`src/rtl/fp_pkg.sv`:
```
// Shared definitions for the FP multiplier scheduler: format helpers, field indices, tag type.
package fp_pkg;

  localparam int unsigned DefaultExpWidth  = 8;
  localparam int unsigned DefaultFracWidth = 23;

  // Field positions for the default single-precision layout {sign, exp, frac}.
  localparam int unsigned FracLsb = 0;
  localparam int unsigned ExpLsb  = DefaultFracWidth;
  localparam int unsigned SignBit = DefaultExpWidth + DefaultFracWidth;

  // Tag ids are stored at a fixed width so the struct can live here; supports N_REQ <= 256.
  localparam int unsigned MaxIdWidth = 8;

  typedef struct packed {
    logic                  valid;
    logic [MaxIdWidth-1:0] id;
  } tag_t;

  function automatic int unsigned fp_width(input int unsigned exp_w, input int unsigned frac_w);
    return 1 + exp_w + frac_w;
  endfunction

endpackage

```
`src/rtl/rr_arbiter.sv`:
```
// Round-robin arbiter: grants the first requester at or after ptr_i, wrapping modulo N.
module rr_arbiter #(
  parameter int unsigned N   = 4,
  parameter int unsigned IdW = $clog2(N)
) (
  input  logic [N-1:0]   req_i,
  input  logic [IdW-1:0] ptr_i,
  input  logic           en_i,
  output logic [N-1:0]   gnt_o
);

  logic        found;
  logic [31:0] idx;

  always_comb begin
    gnt_o = '0;
    found = 1'b0;
    idx   = '0;
    for (int unsigned k = 0; k < N; k++) begin
      idx = 32'(ptr_i) + k;
      if (idx >= N) idx = idx - N;
      if (en_i && !found && req_i[idx[IdW-1:0]]) begin
        gnt_o[idx[IdW-1:0]] = 1'b1;
        found               = 1'b1;
      end
    end
  end

endmodule

```
`src/rtl/fp_mult_scheduler.sv`:
```
// Shares one pipelined FP multiplier among N_REQ requesters; tags each op with its issuer id
// and steers the returning product back to that requester.
module fp_mult_scheduler
  import fp_pkg::*;
#(
  parameter int unsigned EXP_WIDTH    = 8,
  parameter int unsigned FRAC_WIDTH   = 23,
  parameter int unsigned N_REQ        = 4,
  parameter int unsigned MULT_LATENCY = 2,
  localparam int unsigned FP_WIDTH    = fp_width(EXP_WIDTH, FRAC_WIDTH),
  localparam int unsigned ID_WIDTH    = $clog2(N_REQ)
) (
  input  logic                      clk_i,
  input  logic                      rst_i,
  input  logic                      enable_i,
  input  logic [N_REQ-1:0]          req_valid_i,
  output logic [N_REQ-1:0]          req_ready_o,
  input  logic [N_REQ*FP_WIDTH-1:0] req_a_i,
  input  logic [N_REQ*FP_WIDTH-1:0] req_b_i,
  output logic [FP_WIDTH-1:0]       mul_a_o,
  output logic [FP_WIDTH-1:0]       mul_b_o,
  output logic                      mul_valid_o,
  input  logic [FP_WIDTH-1:0]       mul_fp_i,
  input  logic                      mul_valid_i,
  output logic [N_REQ-1:0]          res_valid_o,
  output logic [FP_WIDTH-1:0]       res_fp_o,
  output logic                      busy_o,
  output logic                      err_o
);

  logic [N_REQ-1:0]    grant;
  logic [ID_WIDTH-1:0] gnt_idx;
  logic                accept;

  logic [ID_WIDTH-1:0] rr_ptr_q, rr_ptr_d;
  logic [ID_WIDTH-1:0] issue_id_q;
  logic [FP_WIDTH-1:0] mul_a_q, mul_b_q;
  logic                mul_valid_q;
  tag_t                tag_q [MULT_LATENCY];
  tag_t                last_tag;
  logic                tags_busy;
  logic                hit;
  logic                err_q;

  rr_arbiter #(
    .N   (N_REQ),
    .IdW (ID_WIDTH)
  ) u_arb (
    .req_i (req_valid_i),
    .ptr_i (rr_ptr_q),
    .en_i  (enable_i),
    .gnt_o (grant)
  );

  always_comb begin
    gnt_idx = '0;
    for (int unsigned i = 0; i < N_REQ; i++) begin
      if (grant[i]) gnt_idx = ID_WIDTH'(i);
    end
  end

  assign accept   = |grant;
  assign rr_ptr_d = (gnt_idx == ID_WIDTH'(N_REQ - 1)) ? '0 : gnt_idx + 1'b1;

  // Ready is gated so the handshake is quiet for the whole reset interval.
  assign req_ready_o = rst_i ? '0 : grant;

  always_ff @(posedge clk_i or posedge rst_i) begin
    if (rst_i) begin
      rr_ptr_q    <= '0;
      issue_id_q  <= '0;
      mul_a_q     <= '0;
      mul_b_q     <= '0;
      mul_valid_q <= 1'b0;
    end else begin
      mul_valid_q <= accept;
      if (accept) begin
        mul_a_q    <= req_a_i[gnt_idx*FP_WIDTH +: FP_WIDTH];
        mul_b_q    <= req_b_i[gnt_idx*FP_WIDTH +: FP_WIDTH];
        issue_id_q <= gnt_idx;
        rr_ptr_q   <= rr_ptr_d;
      end
    end
  end

  always_ff @(posedge clk_i or posedge rst_i) begin
    if (rst_i) begin
      for (int unsigned s = 0; s < MULT_LATENCY; s++) begin
        tag_q[s] <= '0;
      end
    end else begin
      tag_q[0] <= '{valid: mul_valid_q, id: MaxIdWidth'(issue_id_q)};
      for (int unsigned s = 1; s < MULT_LATENCY; s++) begin
        tag_q[s] <= tag_q[s-1];
      end
    end
  end

  assign last_tag = tag_q[MULT_LATENCY-1];

  always_comb begin
    tags_busy = 1'b0;
    for (int unsigned s = 0; s < MULT_LATENCY; s++) begin
      tags_busy = tags_busy | tag_q[s].valid;
    end
  end

  assign hit         = mul_valid_i & last_tag.valid & ~rst_i;
  assign res_valid_o = hit ? (N_REQ'(1) << last_tag.id) : '0;
  assign res_fp_o    = hit ? mul_fp_i : '0;

  // Any disagreement between the tag pipe and the multiplier's valid is a protocol error.
  always_ff @(posedge clk_i or posedge rst_i) begin
    if (rst_i) begin
      err_q <= 1'b0;
    end else if (mul_valid_i != last_tag.valid) begin
      err_q <= 1'b1;
    end
  end

  assign mul_a_o     = mul_a_q;
  assign mul_b_o     = mul_b_q;
  assign mul_valid_o = mul_valid_q;
  assign busy_o      = mul_valid_q | tags_busy;
  assign err_o       = err_q;

endmodule

```
`config.mk`:
```
export PLATFORM = sky130hd
export DESIGN_NAME = fp_mult_scheduler
export DESIGN_NICKNAME = d
export VERILOG_FILES = /design/src/rtl/fp_pkg.sv /design/src/rtl/rr_arbiter.sv /design/src/rtl/fp_mult_scheduler.sv
export SDC_FILE = /design/constraint.sdc
export NUM_CORES = 1
export LEC_CHECK = 0
export BUFFER_PORTS_ARGS = -buffer_cell sky130_fd_sc_hd__buf_2
export CORE_AREA = 4 4 156 158
export DETAILED_ROUTE_END_ITERATION = 8
export DIE_AREA = 0 0 160 162
export PLACE_DENSITY = 0.56
export RECOVER_POWER = 50
export SYNTH_ARGS = -nofsm -noshare
export SYNTH_HDL_FRONTEND = slang
export SYNTH_SLANG_ARGS = --single-unit
```
`constraint.sdc`:
```
create_clock -name clk_i -period 3.7 [get_ports clk_i]
set_input_delay 0.185 -clock clk_i [delete_from_list [all_inputs] [get_ports clk_i]]
set_output_delay 0.185 -clock clk_i [all_outputs]
set_load 0.03 [all_outputs]
```
==> impl_metrics.ini, run 1 <==
[worst_setup_path]
crit_chain = inv_1 -> ha_1 -> mux4_2 -> nor2b_2 -> a21o_2 -> buf_4 -> and2_1 -> buf_2
r2r_end = mul_b_o[19]
rr_startpoint = rr_ptr_q[1]
critical_path_class = register to output pin
r2r_cells = 10
cp_max_fo = 33
critPathMaxStageDelay_ps = 550
reg2reg_slack_ps = 350
cp.required_ps = 3510
timing.critical_path.buf_inv = 3
cp.arrival_ps = 3210
startpoint_type = register
critPathTopFamily = buffers and inverters
worst_path_max_delay_cell = mux4_2
crit_path_end_kind = output pin

[clock_network]
cts-root-buf = clkbuf_16
cts_tree = yes
clockBufferDepth = 2
insertion_delay_ps = 340
clk_pin_slew_ps = 60
clock-sinks = 76
htreeDepth = 3
cts_setup_buffers = 0
cts_buffers = 9

[sta]
min_period_over_period_pct = 91.83
skew_ps = 8.282
maxSlewHeadroom_pct = -2.678
hold_ws_ps = 155.3
layout_min_cycle_time_ps = 3398
drv_slew = 33
fmax_mhz = 294.3
hold_viol = 0
tns_ps = 0
tightest_slew_ps = 1532
rsz0062_at_grt = false
setup_viol = 0

[synthesis]
ys_top_cells_by_area = dfrtp_1 42%, a2bb2oi_1 12%, o221ai_1 12%
synth_cells = 422
yosysWarnings = 0
async_reset_ff_share_pct = 100.0
synth_area_mm2 = 0.004497
syn-mean-instance-area_um2 = 10.66
synth_flop_cell = dfrtp_1
synth_nets = 728
synth_edf_count = 0
yosysTopAreaCell = dfrtp_1
yosysUniqueCellTypes = 36
ys_ff_latch = 76
yosys.area.top_type_share_pct = 42.29
synth_sequential_area_ratio_pct = 42.29

[global_routing]
grt_pass1_wl_um = 30900
grt-ovfl-total = 0
grt_usage_pct = 15.03
grt_pass1_vias = 5365
antenna_found_initial = 2
grt_max_degree = 69

[outcome]
failed_checks = max-capacitance violations, max-slew violations
status = finished, violations left

[cells_and_area]
syn_to_final_growth_pct = 56.54
fin_nets = 1107
drive_above_1_share_pct = 46.65
final_cell_mix = 335 x buf_2, 76 x dfrtp_1, 69 x clkbuf_1
layout_commonest_cell = buf_2

[power_and_ir_drop]
powerDensity_mw_per_mm2 = 977.8
p_leak_nw = 3.337
vdd_drop_max_uv = 406.8

[routing]
routedWlPerCell_um = 18.62
drc = 0
num_vias = 5268
ant_nets = 0
routed_wl_um = 20420
drt-pass1-iter-count = 5
drtIter0Drc = 248
vias_per_cell = 4.802

[placed_design]
gp_congestion = 0.7474
port_buffers = 402
dpl.hpwl_um = 15410

[floorplanning]
io_pins = 403
dieArea_mm2 = 0.02592
start_util_pct = 19.45
fp.coreArea_mm2 = 0.02312
die_h_um = 162
die_w_um = 160
rows = 56

[min_path]
worstHoldPathType = input port to register
whs_path_depth = 3
hp-start = mul_valid_i
hold_end = err_o

[run]
maxCapViolCount = 1
==> synth_stat cells (3+ instances only) <==
| library cell | number |
|---|---|
| a21o_1 | 3 |
| a22o_1 | 4 |
| a22oi_1 | 64 |
| a2bb2oi_1 | 64 |
| and2_1 | 33 |
| buf_2 | 23 |
| buf_4 | 4 |
| clkbuf_1 | 18 |
| dfrtp_1 | 76 |
| ha_1 | 10 |
| inv_1 | 4 |
| mux4_2 | 3 |
| nand2_1 | 8 |
| nand2b_1 | 4 |
| nand3_1 | 6 |
| nor2_1 | 5 |
| nor2b_1 | 6 |
| o21ai_0 | 3 |
| o221ai_1 | 64 |
==> cell families (layout without fill, tap and decap cells) <==
group	count (synthesis)	after routing	share of synthesized area [%]
AO/OA/AOI/OAI	208	208	38.34
buffers and inverters	51	435	5.231
adder cells (fa/ha/maj)	10	10	2.782
other	0	1	0
flip-flops	76	76	42.29
AND/OR/NAND/NOR	71	71	9.099
multiplexers	6	6	2.254
==> worst max-delay path by stage <==
stage	start	to	slack [ps]	cells past startpoint
floorplan	rr_ptr_q[0]	rr_ptr_q[1]	400	12
global placement	rr_ptr_q[1]	mul_b_o[19]	470	10
detailed placement	rr_ptr_q[1]	mul_b_o[19]	400	10
CTS	rr_ptr_q[1]	req_ready_o[3]	120	8
global route	rr_ptr_q[1]	req_ready_o[3]	120	8
finish	rr_ptr_q[1]	req_ready_o[3]	300	8
==> registers in the layout, summed over array words and instances, names as in the netlist <==
signal	flops
tag_q	3
issue_id_q	2
mul_b_o	32
rr_ptr_q	2
mul_valid_o	1
last_tag	3
err_o	1
mul_a_o	32
==> area by class of cell <==
class | instances | area, um^2
multi-input cells | 295 | 2399
flip-flops and latches | 76 | 1902
well taps | 290 | 362.8
repair buffers | 415 | 2063
diodes | 1 | 2.502
clock inverters | 5 | 61.31
inverters | 4 | 16.27
clock buffers | 11 | 232.7
fillers | 2507 | 16080
==> per-layer routing <==
layer  wire [um]  global-route usage, %  vias up
met5           0                      0        -
met4         596                  5.984        0
met3        1727                  4.415       29
met2       10100                  26.03      288
met1        7999                  17.54     2466
li1            -                      -     2485
==> through the flow <==
stage	worst slack, ps	area (um^2)	std cells	power [mW]	utilization [%]
after global placement	470.9	6817	1079	6.083	29.48
final	302.3	7039	1097	6.883	30.44
after CTS	115.9	7121	1096	7.087	30.80
after floorplan	396.8	4497	422	4.819	-
after detailed placement	400.3	6817	1079	6.139	29.48
after global routing	122.9	7039	1097	7.416	30.44
==> tightest hold or removal path, stage by stage <==
cell	delay [ps]
buf_2	80
ha_1	110
or2_2	90
==> report_power, final <==
group	internal (mW)	leakage, nW	switching, mW	total, mW
sequential	1.32	0.876	0.255	1.57
combinational	1.72	2.33	2.68	4.40
clock	0.526	0.132	0.382	0.908
total	3.56	3.34	3.32	6.88
==> what timing repair did <==
action / in CTS / in global routing
hold buffers: 1 / 0
resized for setup: 0 / 1
endpoints found under the setup margin: 0 / 1
hold endpoints to repair: 30 / 0
Power figures use the tool's default switching activity.
==> run 2: changes to the inputs <==
--- a/config.mk
+++ b/config.mk
@@ -5,10 +5,13 @@
 export SDC_FILE = /design/constraint.sdc
 export NUM_CORES = 1
 export LEC_CHECK = 0
+export ABC_CLOCK_PERIOD_IN_PS = 3700
 export BUFFER_PORTS_ARGS = -buffer_cell sky130_fd_sc_hd__buf_2
 export CORE_AREA = 4 4 156 158
+export CTS_CLUSTER_DIAMETER = 80
 export DETAILED_ROUTE_END_ITERATION = 8
 export DIE_AREA = 0 0 160 162
+export GPL_TIMING_DRIVEN = 0
 export PLACE_DENSITY = 0.56
 export RECOVER_POWER = 50
 export SYNTH_ARGS = -nofsm -noshare
==> run 2 against run 1 <==
  * The flow still finishes with violations (max-capacitance violations, max-slew violations)
  * Maximum frequency decreased by 3.6%
  * Clock power down 9.7%
  * Cell area increased by 1.4%
  * Register-to-register slack got worse by 170 ps
  * Setup slack lost 130 ps
  * Clock skew increased by 0.82 ps
  * Critical endpoint unchanged
  * Clock-buffer cell count did not move
  * Routed wire length is 12% higher
==> impl_metrics.ini, run 2 (same netlist as run 1, synthesis figures left out) <==
[outcome]
status = finished, violations left
failed_checks = max-capacitance violations, max-slew violations

[power_and_ir_drop]
share_comb_of_total_power_pct = 66.0
vdd_drop_max_uv = 443.6
powerDensity_mw_per_mm2 = 991.2
power.share.sequential_pct = 22.4
clockPowerShare_pct = 11.6
p_leak_nw = 3.424
p_sw_share_pct = 49.50
power.internal_mw = 3.571
switching_power_mw = 3.500

[worst_setup_path]
timing.critical_path.buf_inv = 5
crit_chain = clkbuf_4 -> inv_1 -> ha_1 -> mux4_2 -> nor2b_4 -> a21o_1 -> buf_2 -> buf_6 -> and2_1 -> buf_2
critical_path_class = register to output pin
critPathMaxStageDelay_ps = 560
startpoint_type = register
path_common_cell = buf_2
crit_path_end_kind = output pin
critPathTopFamily = buffers and inverters
cp.required_ps = 3510
cp_max_fo = 19
worst_path_max_delay_cell = mux4_2
cp.arrival_ps = 3340

[floorplanning]
io_pins = 403
die_h_um = 162
die_w_um = 160
start_util_pct = 19.45
dieArea_mm2 = 0.02592
rows = 56
fp.coreArea_mm2 = 0.02312

[clock_network]
clock-sinks = 76
cts_buffers = 9
cts-root-buf = clkbuf_16
htreeDepth = 3
insertion_delay_ps = 340
cts_tree = yes
clk_pin_slew_ps = 70
clockBufferDepth = 2

[routing]
drtIter0Drc = 308
drt-pass1-iter-count = 4
routedWlPerCell_um = 20.23
drc = 0
routed_wl_um = 22920
num_vias = 5432
ant_nets = 0
vias_per_cell = 4.794

[cells_and_area]
syn_to_final_growth_pct = 58.65
fillers = 2489
fin_nets = 1143
layout_commonest_cell = buf_2
fin_area_mm2 = 0.007134
drive_above_1_share_pct = 46.97
final_cell_mix = 351 x buf_2, 81 x clkbuf_1, 76 x dfrtp_1

[sta]
maxSlewHeadroom_pct = -45.82
drv_slew = 39
tightest_slew_ps = 2187
skew_ps = 9.098
fmax_mhz = 283.8
setup_viol = 0
layout_min_cycle_time_ps = 3523
tns_ps = 0
hold_viol = 0
min_period_over_period_pct = 95.22

[placed_design]
dpl.hpwl_um = 18190
gp_congestion = 0.8387
port_buffers = 401
placed_area_mm2 = 0.006889

[global_routing]
grt_pass1_wl_um = 33340
grt-ovfl-total = 0
grt_max_degree = 41
grt_pass1_vias = 5652
grt_usage_pct = 16.67
antenna_found_initial = 3

[run]
maxCapViolCount = 1

[min_path]
worstHoldPathType = input port to register
-- run 2: cell count changes in the layout (fill, tap and decap cells not counted), moves of 2 or more --
| cell | change |
|---|---|
| buf_2 | +16 |
| clkbuf_1 | +12 |
| clkbuf_4 | +6 |
| clkbuf_2 | +5 |
| buf_12 | -3 |
| clkinvlp_4 | -3 |
| buf_4 | -2 |
| clkinv_2 | +2 |
| clkinv_4 | +2 |
| nor2b_2 | -2 |
-- run 2: per-stage QoR --
stage	power (mW)	worst slack, ps	utilization, %	instances	hold WS, ps
finish	7.072	176.9	30.86	1133	159.5
global route	7.583	-27.55	30.86	1133	146.7
CTS	7.209	-44.22	31.06	1129	140.5
detailed placement	6.333	-323.1	29.79	1114	336.4
global placement	6.308	-360.3	29.70	1113	332.7
floorplan	4.819	396.8	-	422	331.2
-- run 2: area by class of cell --
| class | count | area, um^2 | area share (%) |
|---|---|---|---|
| inverters | 4 | 17.52 | 0.2455 |
| plain buffers | 46 | 246.5 | 3.455 |
| clock buffers | 11 | 232.7 | 3.262 |
| multi-input cells | 295 | 2389 | 33.48 |
| clock inverters | 4 | 27.53 | 0.3858 |
| flip-flops and latches | 76 | 1902 | 26.66 |
| repair buffers | 405 | 1952 | 27.36 |
| well taps | 290 | 362.8 | 5.086 |
| diodes | 2 | 5.005 | 0.07015 |
-- run 2: layer usage --
layer,GRT usage [%],wire length [um]
met1,19.79,9190
met2,29.04,11510
met3,4.593,1746
met4,5.905,465
met5,0,11
-- run 2: path summary, 6_finish.rpt --
kind | startpoint | end | slack [ps] | cells after the start
max reg2reg | rr_ptr_q[0] | mul_a_o[16] | 180 | 11
min | req_a_i[86] | mul_a_o[22] | 160 | 3
max in group asynchronous | rst_i | mul_a_o[18] | 690 | 4
min in group asynchronous | rst_i | err_o | 550 | 3
max | rr_ptr_q[0] | req_ready_o[3] | 180 | 10
min reg2reg | tag_q[10] | last_tag[1] | 350 | 0
-- run 2: what timing repair did --
item	4_1_cts	5_1_grt
pin swaps	0	2
hold buffers	1	0
setup endpoints to repair	63	63
setup buffers	0	2
hold endpoints to repair	38	0
resized for setup	10	16
-- run 2: power groups by stage --
stage / logic, mW / registers (mW) / clock network, mW
6_report: 4.67 / 1.58 / 0.820
5_1_grt: 5.06 / 1.63 / 0.884
4_1_cts: 4.78 / 1.57 / 0.858
3_5_place_dp: 4.77 / 1.57 / 0
3_3_place_gp: 4.73 / 1.57 / 0
2_1_floorplan: 2.54 / 2.28 / 0
-- run 2: worst register-to-register path, cell delays in order, from the launching register on --
cell	delay (ps)
dfrtp_1	430
clkbuf_4	220
inv_1	90
ha_1	360
mux2_1	330
a32o_1	300
a22o_1	280
a21oi_4	340
buf_2	430
clkbuf_2	340
o221ai_1	160
a2bb2oi_1	160
